--- config.mk ---
export PLATFORM = sky130hd
export DESIGN_NAME = vector_execute_unit_flat
export DESIGN_NICKNAME = d
export VERILOG_FILES = /design/src/rtl/vx_pkg.sv /design/src/rtl/vector_execute_unit_if.sv /design/src/rtl/vx_lane.sv /design/src/rtl/vector_execute_unit.sv /design/src/flat_wrapper.sv
export SDC_FILE = /design/constraint.sdc
export NUM_CORES = 1
export LEC_CHECK = 0
export ABC_AREA = 1
export CAP_MARGIN = 20
export CORE_MARGIN = 2
export CORE_UTILIZATION = 60
export DETAILED_ROUTE_END_ITERATION = 7
export PLACE_DENSITY = 0.92
export RECOVER_POWER = 25
export SLEW_MARGIN = 20
export SYNTH_ARGS = -nofsm -noshare
export SYNTH_HDL_FRONTEND = slang
export SYNTH_SLANG_ARGS = --single-unit
--- constraint.sdc ---
create_clock -name clk -period 5.5 [get_ports clk]
set_input_delay 1.1 -clock clk [delete_from_list [all_inputs] [get_ports clk]]
set_output_delay 1.1 -clock clk [all_outputs]
set_load 0.01 [all_outputs]
--- src/rtl/vx_pkg.sv ---
// Shared types for the vector execute stage: opcodes, branch conditions, FSM states and flag indices.
package vx_pkg;

    typedef enum logic [2:0] {
        OP_ADD = 3'b000,
        OP_SUB = 3'b001,
        OP_AND = 3'b010,
        OP_OR  = 3'b011,
        OP_XOR = 3'b100,
        OP_SHL = 3'b101,
        OP_SHR = 3'b110,
        OP_MUL = 3'b111
    } op_e;

    typedef enum logic [2:0] {
        BR_NONE   = 3'b000,
        BR_ALWAYS = 3'b001,
        BR_EQ     = 3'b010,
        BR_NE     = 3'b011,
        BR_LT     = 3'b100,
        BR_GE     = 3'b101,
        BR_RSV6   = 3'b110,
        BR_RSV7   = 3'b111
    } cond_e;

    typedef enum logic {
        ST_IDLE = 1'b0,
        ST_BUSY = 1'b1
    } state_e;

    localparam int unsigned FLAG_N = 0;
    localparam int unsigned FLAG_Z = 1;

    function automatic logic eval_branch(cond_e c, logic [1:0] nz);
        logic taken;
        taken = 1'b0;
        case (c)
            BR_ALWAYS: taken = 1'b1;
            BR_EQ:     taken = nz[FLAG_Z];
            BR_NE:     taken = !nz[FLAG_Z];
            BR_LT:     taken = nz[FLAG_N];
            BR_GE:     taken = !nz[FLAG_N];
            default:   taken = 1'b0;
        endcase
        return taken;
    endfunction

endpackage

--- src/rtl/vector_execute_unit_if.sv ---
// Operand/result handshake bundle of the vector execute stage; master drives operations, slave is the unit.
interface vector_execute_unit_if #(
    parameter int unsigned REG_SIZE = 8,
    parameter int unsigned LANES    = 4
);
    logic                             flush;
    logic                             in_valid;
    logic                             in_ready;
    logic [2:0]                       exec_op;
    logic [LANES-1:0]                 lane_en;
    logic                             overwrite_flags;
    logic [2:0]                       br_cond;
    logic [LANES-1:0][REG_SIZE-1:0]   vect1;
    logic [LANES-1:0][REG_SIZE-1:0]   vect2;
    logic                             out_valid;
    logic                             out_ready;
    logic [LANES-1:0][REG_SIZE-1:0]   vect_out;
    logic                             branch_taken;
    logic [1:0]                       flags_nz;

    modport master (
        output flush, in_valid, exec_op, lane_en, overwrite_flags, br_cond, vect1, vect2, out_ready,
        input  in_ready, out_valid, vect_out, branch_taken, flags_nz
    );

    modport slave (
        input  flush, in_valid, exec_op, lane_en, overwrite_flags, br_cond, vect1, vect2, out_ready,
        output in_ready, out_valid, vect_out, branch_taken, flags_nz
    );
endinterface

--- src/rtl/vx_lane.sv ---
// One vector lane: combinational ALU plus a serial shift-add multiplier datapath.
// VX_SATURATE_EN: unsigned saturating ADD/SUB instead of wrap-around.
module vx_lane
    import vx_pkg::*;
#(
    parameter int unsigned REG_SIZE = 8
) (
    input  logic                clk,
    input  logic                reset,
    input  logic                start_i,
    input  logic                step_i,
    input  op_e                 op_i,
    input  logic [REG_SIZE-1:0] a_i,
    input  logic [REG_SIZE-1:0] b_i,
    output logic [REG_SIZE-1:0] result_o,
    output logic                neg_o,
    output logic                zero_o
);
    localparam int unsigned SHW = $clog2(REG_SIZE);

    logic [REG_SIZE-1:0] acc_q, acc_d, mcand_q, mcand_d, mplier_q, mplier_d;
    logic [REG_SIZE-1:0] acc_step;
`ifdef VX_SATURATE_EN
    logic [REG_SIZE:0]   sum_ext;
`endif

    always_comb begin
        acc_step = acc_q + (mplier_q[0] ? mcand_q : '0);
        acc_d    = acc_q;
        mcand_d  = mcand_q;
        mplier_d = mplier_q;
        if (start_i) begin
            acc_d    = '0;
            mcand_d  = a_i;
            mplier_d = b_i;
        end else if (step_i) begin
            acc_d    = acc_step;
            mcand_d  = mcand_q << 1;
            mplier_d = mplier_q >> 1;
        end
    end

    always_ff @(posedge clk or posedge reset) begin
        if (reset) begin
            acc_q    <= '0;
            mcand_q  <= '0;
            mplier_q <= '0;
        end else begin
            acc_q    <= acc_d;
            mcand_q  <= mcand_d;
            mplier_q <= mplier_d;
        end
    end

    // MUL result is the accumulator after the current step, so the final iteration feeds the slot directly
    always_comb begin
        result_o = '0;
`ifdef VX_SATURATE_EN
        sum_ext  = {1'b0, a_i} + {1'b0, b_i};
`endif
        case (op_i)
`ifdef VX_SATURATE_EN
            OP_ADD:  result_o = sum_ext[REG_SIZE] ? '1 : sum_ext[REG_SIZE-1:0];
            OP_SUB:  result_o = (a_i < b_i) ? '0 : a_i - b_i;
`else
            OP_ADD:  result_o = a_i + b_i;
            OP_SUB:  result_o = a_i - b_i;
`endif
            OP_AND:  result_o = a_i & b_i;
            OP_OR:   result_o = a_i | b_i;
            OP_XOR:  result_o = a_i ^ b_i;
            OP_SHL:  result_o = a_i << b_i[SHW-1:0];
            OP_SHR:  result_o = a_i >> b_i[SHW-1:0];
            OP_MUL:  result_o = acc_step;
            default: result_o = '0;
        endcase
        neg_o  = result_o[REG_SIZE-1];
        zero_o = (result_o == '0);
    end

endmodule

--- src/rtl/vector_execute_unit.sv ---
// Vector execute stage: lane ALUs, multi-cycle MUL FSM, single output slot, N/Z flags, branch resolve.
// VX_SATURATE_EN selects saturating ADD/SUB inside the lanes.
module vector_execute_unit
    import vx_pkg::*;
#(
    parameter int unsigned REG_SIZE = 8,
    parameter int unsigned LANES    = 4
) (
    input  logic                   clk,
    input  logic                   reset,
    vector_execute_unit_if.slave   vx
);
    localparam int unsigned CNTW = $clog2(REG_SIZE);
    localparam logic [CNTW-1:0] LAST = CNTW'(REG_SIZE - 1);

    state_e                         state_q, state_d;
    logic [CNTW-1:0]                cnt_q, cnt_d;
    op_e                            op_q, op_d, op_sel;
    logic [LANES-1:0]               en_q, en_d, en_sel;
    logic                           ovf_q, ovf_d, ovf_sel;
    logic                           brt_q, brt_d, br_now, br_sel;
    logic                           out_valid_q, out_valid_d;
    logic [LANES-1:0][REG_SIZE-1:0] vect_out_q, vect_out_d;
    logic                           branch_q, branch_d;
    logic [1:0]                     flags_q, flags_d;

    logic                           busy, in_ready, accept, is_mul, mul_start, mul_done, load;
    logic [LANES-1:0][REG_SIZE-1:0] lane_res, res_masked;
    logic [LANES-1:0]               lane_neg, lane_zero;
    logic                           n_unit, z_unit;

    for (genvar g = 0; g < LANES; g++) begin : g_lane
        vx_lane #(.REG_SIZE(REG_SIZE)) u_lane (
            .clk      (clk),
            .reset    (reset),
            .start_i  (mul_start),
            .step_i   (busy),
            .op_i     (op_sel),
            .a_i      (vx.vect1[g]),
            .b_i      (vx.vect2[g]),
            .result_o (lane_res[g]),
            .neg_o    (lane_neg[g]),
            .zero_o   (lane_zero[g])
        );
    end

    // While BUSY the lanes and slot see the captured MUL context, not the live inputs
    always_comb begin
        busy      = (state_q == ST_BUSY);
        in_ready  = (state_q == ST_IDLE) && (!out_valid_q || vx.out_ready) && !vx.flush;
        accept    = vx.in_valid && in_ready;
        is_mul    = (op_e'(vx.exec_op) == OP_MUL);
        mul_start = accept && is_mul;
        mul_done  = busy && (cnt_q == LAST) && !vx.flush;
        load      = (accept && !is_mul) || mul_done;
        op_sel    = busy ? op_q : op_e'(vx.exec_op);
        en_sel    = busy ? en_q : vx.lane_en;
        ovf_sel   = busy ? ovf_q : vx.overwrite_flags;
        br_now    = eval_branch(cond_e'(vx.br_cond), flags_q);
        br_sel    = busy ? brt_q : br_now;

        for (int unsigned i = 0; i < LANES; i++) begin
            res_masked[i] = en_sel[i] ? lane_res[i] : '0;
        end
        n_unit = |(lane_neg & en_sel);
        z_unit = &(lane_zero | ~en_sel);

        state_d = state_q;
        cnt_d   = cnt_q;
        op_d    = op_q;
        en_d    = en_q;
        ovf_d   = ovf_q;
        brt_d   = brt_q;
        case (state_q)
            ST_IDLE: begin
                cnt_d = '0;
                if (mul_start) begin
                    state_d = ST_BUSY;
                    op_d    = OP_MUL;
                    en_d    = vx.lane_en;
                    ovf_d   = vx.overwrite_flags;
                    brt_d   = br_now;
                end
            end
            ST_BUSY: begin
                cnt_d = cnt_q + 1'b1;
                if (vx.flush || (cnt_q == LAST)) state_d = ST_IDLE;
            end
            default: state_d = ST_IDLE;
        endcase

        out_valid_d = out_valid_q;
        vect_out_d  = vect_out_q;
        branch_d    = branch_q;
        flags_d     = flags_q;
        if (out_valid_q && vx.out_ready) out_valid_d = 1'b0;
        if (load) begin
            out_valid_d = 1'b1;
            vect_out_d  = res_masked;
            branch_d    = br_sel;
            if (ovf_sel) begin
                flags_d[FLAG_N] = n_unit;
                flags_d[FLAG_Z] = z_unit;
            end
        end
        if (vx.flush) out_valid_d = 1'b0;
    end

    always_ff @(posedge clk or posedge reset) begin
        if (reset) begin
            state_q     <= ST_IDLE;
            cnt_q       <= '0;
            op_q        <= OP_ADD;
            en_q        <= '0;
            ovf_q       <= 1'b0;
            brt_q       <= 1'b0;
            out_valid_q <= 1'b0;
            vect_out_q  <= '0;
            branch_q    <= 1'b0;
            flags_q     <= '0;
        end else begin
            state_q     <= state_d;
            cnt_q       <= cnt_d;
            op_q        <= op_d;
            en_q        <= en_d;
            ovf_q       <= ovf_d;
            brt_q       <= brt_d;
            out_valid_q <= out_valid_d;
            vect_out_q  <= vect_out_d;
            branch_q    <= branch_d;
            flags_q     <= flags_d;
        end
    end

    assign vx.in_ready     = in_ready;
    assign vx.out_valid    = out_valid_q;
    assign vx.vect_out     = vect_out_q;
    assign vx.branch_taken = branch_q;
    assign vx.flags_nz     = flags_q;

endmodule

--- src/flat_wrapper.sv ---
// flat-port wrapper written by rule: the top's interface ports become plain ports
module vector_execute_unit_flat import vx_pkg::*;
#(
    parameter int unsigned REG_SIZE = 8,
    parameter int unsigned LANES    = 4
)
  (clk, reset, vx_flush, vx_in_valid, vx_exec_op, vx_lane_en, vx_overwrite_flags, vx_br_cond, vx_vect1, vx_vect2, vx_out_ready, vx_in_ready, vx_out_valid, vx_vect_out, vx_branch_taken, vx_flags_nz);
  vector_execute_unit_if #(.REG_SIZE(REG_SIZE), .LANES(LANES)) vx_i ();
  input  logic clk;
  input  logic reset;
  input wire logic [$bits(vx_i.flush)-1:0] vx_flush;
  input wire logic [$bits(vx_i.in_valid)-1:0] vx_in_valid;
  input wire logic [$bits(vx_i.exec_op)-1:0] vx_exec_op;
  input wire logic [$bits(vx_i.lane_en)-1:0] vx_lane_en;
  input wire logic [$bits(vx_i.overwrite_flags)-1:0] vx_overwrite_flags;
  input wire logic [$bits(vx_i.br_cond)-1:0] vx_br_cond;
  input wire logic [$bits(vx_i.vect1)-1:0] vx_vect1;
  input wire logic [$bits(vx_i.vect2)-1:0] vx_vect2;
  input wire logic [$bits(vx_i.out_ready)-1:0] vx_out_ready;
  output wire logic [$bits(vx_i.in_ready)-1:0] vx_in_ready;
  output wire logic [$bits(vx_i.out_valid)-1:0] vx_out_valid;
  output wire logic [$bits(vx_i.vect_out)-1:0] vx_vect_out;
  output wire logic [$bits(vx_i.branch_taken)-1:0] vx_branch_taken;
  output wire logic [$bits(vx_i.flags_nz)-1:0] vx_flags_nz;
  assign vx_i.flush = vx_flush;
  assign vx_i.in_valid = vx_in_valid;
  assign vx_i.exec_op = vx_exec_op;
  assign vx_i.lane_en = vx_lane_en;
  assign vx_i.overwrite_flags = vx_overwrite_flags;
  assign vx_i.br_cond = vx_br_cond;
  assign vx_i.vect1 = vx_vect1;
  assign vx_i.vect2 = vx_vect2;
  assign vx_i.out_ready = vx_out_ready;
  assign vx_in_ready = vx_i.in_ready;
  assign vx_out_valid = vx_i.out_valid;
  assign vx_vect_out = vx_i.vect_out;
  assign vx_branch_taken = vx_i.branch_taken;
  assign vx_flags_nz = vx_i.flags_nz;
  vector_execute_unit #(.REG_SIZE(REG_SIZE), .LANES(LANES)) u_core (.clk(clk), .reset(reset), .vx(vx_i));
endmodule
==> results.py, run 1 <==
metrics = {
    "run_status": {
        "status": "complete, but fails checks",
        "violations": "max-capacitance violations, max-slew violations",
    },
    "place": {
        "place_congestion": 0.999,
        "numPortBuffers": 116,
        "hpwl_mm": 34.3,
        "place_ws_ps": 776,
    },
    "sta": {
        "drv_slew": 132,
        "fmax_mhz": 210,
        "fin_ws_ps": 738,
        "relSlewSlack": -1.06,
        "rsz0062_at_grt": "no",
        "hold_viol_final": 0,
        "finalCriticalPeriod_ps": 4760,
        "tightestPinTransition_ps": 3080,
        "fin_crit_sh": 0.866,
        "setup_violations": 0,
        "fin_worst_skew_ps": 10.2,
        "tns_ps": 0,
    },
    "logic_synthesis": {
        "synth_cell_types": 40,
        "ys.flop_type": "dfrtp_1",
        "netlist_instances": 2098,
        "synthesis.nets": 2316,
        "ys_top_cells_by_area": "dfrtp_1 (26%), nand2_1 (20%), ha_1 (12%), inv_1 (7.3%), nand3_1 (7.3%)",
        "syn_area_um2": 13600,
        "yosysWarnings": 0,
        "avgSynthCellArea_um2": 6.48,
        "yosys_register_bits": 143,
        "synth_edf_count": 0,
        "ys_seq_area_frac": 0.263,
        "synth_top_area_share": 0.263,
        "async_flop_share": 1.00,
        "yosysTopAreaCell": "dfrtp_1",
    },
    "setup_path": {
        "crit_fanout": 49,
        "critPathArrivalTime_ps": 3660,
        "cp_slowest_cell": "clkbuf_1",
        "critPathRequiredTime_ps": 4400,
        "crit_type": "reg -> out",
        "end_kind": "output pin",
        "crit_path_cell_trace": "clkbuf_1 > buf_4 > nor3_1 > clkdlybuf4s50_1",
        "max_stage_delay_ps": 1440,
        "worstSetupStartpointType": "flop",
    },
    "floorplan": {
        "die_y_um": 155,
        "io_pins": 117,
        "start_util": 0.606,
        "core-area_um2": 22400,
        "die_w_um": 155,
        "die-area_um2": 23900,
        "rows": 55,
    },
    "run": {
        "cap_violations": 3,
    },
    "global_routing": {
        "grt_pass1_wl_mm": 74.5,
        "antenna_found_initial": 0,
        "overflow": 0,
        "grt_pass1_vias": 14400,
        "grt_max_degree": 80,
        "grt_usage": 0.395,
    },
    "final_layout": {
        "mostFrequentLayoutCell": "nand2_1",
        "nNetsFinal": 2401,
        "syn_to_final_growth_pct": 14.9,
        "drive_gt1_frac": 0.0392,
        "n_antenna_cell": 0,
        "fin_util": 0.696,
        "final_cell_mix": "nand2_1 (741), inv_1 (263), nand3_1 (197), nor2_1 (160), dfrtp_1 (142)",
    },
    "clock_tree": {
        "ctsHoldBuffers": 0,
        "clkLatencyLatePin_ps": 440,
        "cts_tree": "done",
        "post_cts_resized": 0,
        "clock_sinks": 143,
        "root_buffer": "clkbuf_16",
        "cts_setup_buffers": 0,
        "cts-htree-levels": 4,
        "clkTransAtPathRegs_ps": 60,
        "numCtsBuffers": 17,
        "clockBufferDepth": 2,
    },
    "power": {
        "p_per_area_nw_per_um2": 307,
        "peakVddDrop_uv": 205,
        "power.leakage_nw": 8.61,
    },
    "route": {
        "drt-total-wl_mm": 47.5,
        "vias": 15200,
        "ant_nets": 0,
        "routedWlPerCell_um": 19.2,
        "initialDrtViolationCount": 1986,
        "first_pass_iters": 8,
        "via_per_inst": 6.13,
        "drc": 0,
    },
    "hold_path": {
        "hold_class": "reg -> reg",
    },
}
sequential cells by signal (all words and copies together) (netlist names), 2 cells and up:
name                           count
u_core.g_lane.u_lane.mplier_q     32
u_core.vx.flags_nz                 2
u_core.cnt_q                       3
u_core.vx.vect_out                32
u_core.g_lane.u_lane.mcand_q      32
u_core.g_lane.u_lane.acc_q        32
u_core.en_q                        4
stage by stage:
step                instance area [µm²]  power, mW  hold slack (ps)  cells
finish                            15600       4.79              457   2478
global route                      15600       5.07              457   2478
CTS                               15600       4.73              451   2477
detailed placement                15000       3.47              443   2448
global placement                  15000       3.39              420   2448
floorplan                         13600       2.85              410   2098
cells by family (layout without fill, tap and decap cells):
kind of cell	count (synthesis)	after routing	synth area share
adder cells (fa/ha/maj)	138	138	0.131
AND/OR/NAND/NOR	1199	1199	0.370
AO/OA/AOI/OAI	229	229	0.111
flip-flops	143	143	0.263
buffers and inverters	350	445	0.0995
multiplexers	1	1	0.000736
XOR/XNOR	38	38	0.0245
routing by layer:
| layer | vias up | GRT usage | routed length, µm |
|---|---|---|---|
| met5 | - | 0 | 0 |
| met4 | 0 | 0.208 | 2740 |
| met2 | 1048 | 0.618 | 20700 |
| met1 | 6938 | 0.521 | 18700 |
| li1 | 6967 | - | - |
| met3 | 234 | 0.0728 | 5340 |
final timing paths:
| path | depth (start not counted) | to | slack (ps) | startpoint |
|---|---|---|---|---|
| worst max-delay path | 4 | vx_in_ready | 740 | u_core.busy$_DFF_PP0_ |
| worst min-delay path | 1 | u_core.cnt_q[0]$_DFF_PP0_ | 460 | u_core.cnt_q[0]$_DFF_PP0_ |
| worst max register to register | 8 | u_core.vx.vect_out[30]$_DFFE_PP0P_ | 940 | u_core.busy$_DFF_PP0_ |
| worst min register to register | 1 | u_core.cnt_q[0]$_DFF_PP0_ | 460 | u_core.cnt_q[0]$_DFF_PP0_ |
| max in group asynchronous | 3 | u_core.g_lane[2].u_lane.acc_q[6]$_DFFE_PP0P_ | 1040 | reset |
| min in group asynchronous | 2 | u_core.g_lane[1].u_lane.acc_q[4]$_DFFE_PP0P_ | 2000 | reset |
where the power goes:
group | switching [mW] | internal [mW] | total (mW)
logic | 1.19 | 0.761 | 1.95
registers | 0.245 | 1.36 | 1.61
clock network | 0.463 | 0.775 | 1.24
Yosys cell counts, types with 8 or more instances:
| library cell | instances |
|---|---|
| nand2_1 | 741 |
| inv_1 | 264 |
| nand3_1 | 197 |
| nor2_1 | 161 |
| dfrtp_1 | 143 |
| ha_1 | 130 |
| o21ai_0 | 72 |
| clkbuf_1 | 51 |
| nand4_1 | 48 |
| a21oi_1 | 41 |
| xor2_1 | 30 |
| o211ai_1 | 28 |
| buf_2 | 23 |
| nand3b_1 | 20 |
| a22o_1 | 19 |
| a22oi_1 | 18 |
| a32o_1 | 18 |
| or2_2 | 14 |
| o221ai_1 | 13 |
| o22ai_1 | 9 |
| fa_1 | 8 |
| xnor2_1 | 8 |
layout make-up:
type,count,area (µm²)
Clock buffer,19,453
Clock inverter,10,163
Fill cell,1878,6810
Inverter,274,1030
Multi-Input combinational cell,1605,8680
Sequential cell,143,3580
Tap cell,285,357
Timing Repair Buffer,142,1360
critical path, delay by kind of cell, from the launching register on:
family / cells / cell delay (ps)
AND/OR/NAND/NOR: 1 / 180
buffers and inverters: 3 / 2670
flip-flops: 1 / 380
Power figures use the tool's default switching activity.
==> inputs of run 2 (changes only) <==
- HOLD_SLACK_MARGIN: default -> 0.08
==> results of run 2 <==
The final DEF is identical to that of run 1; final timing and power are the same.
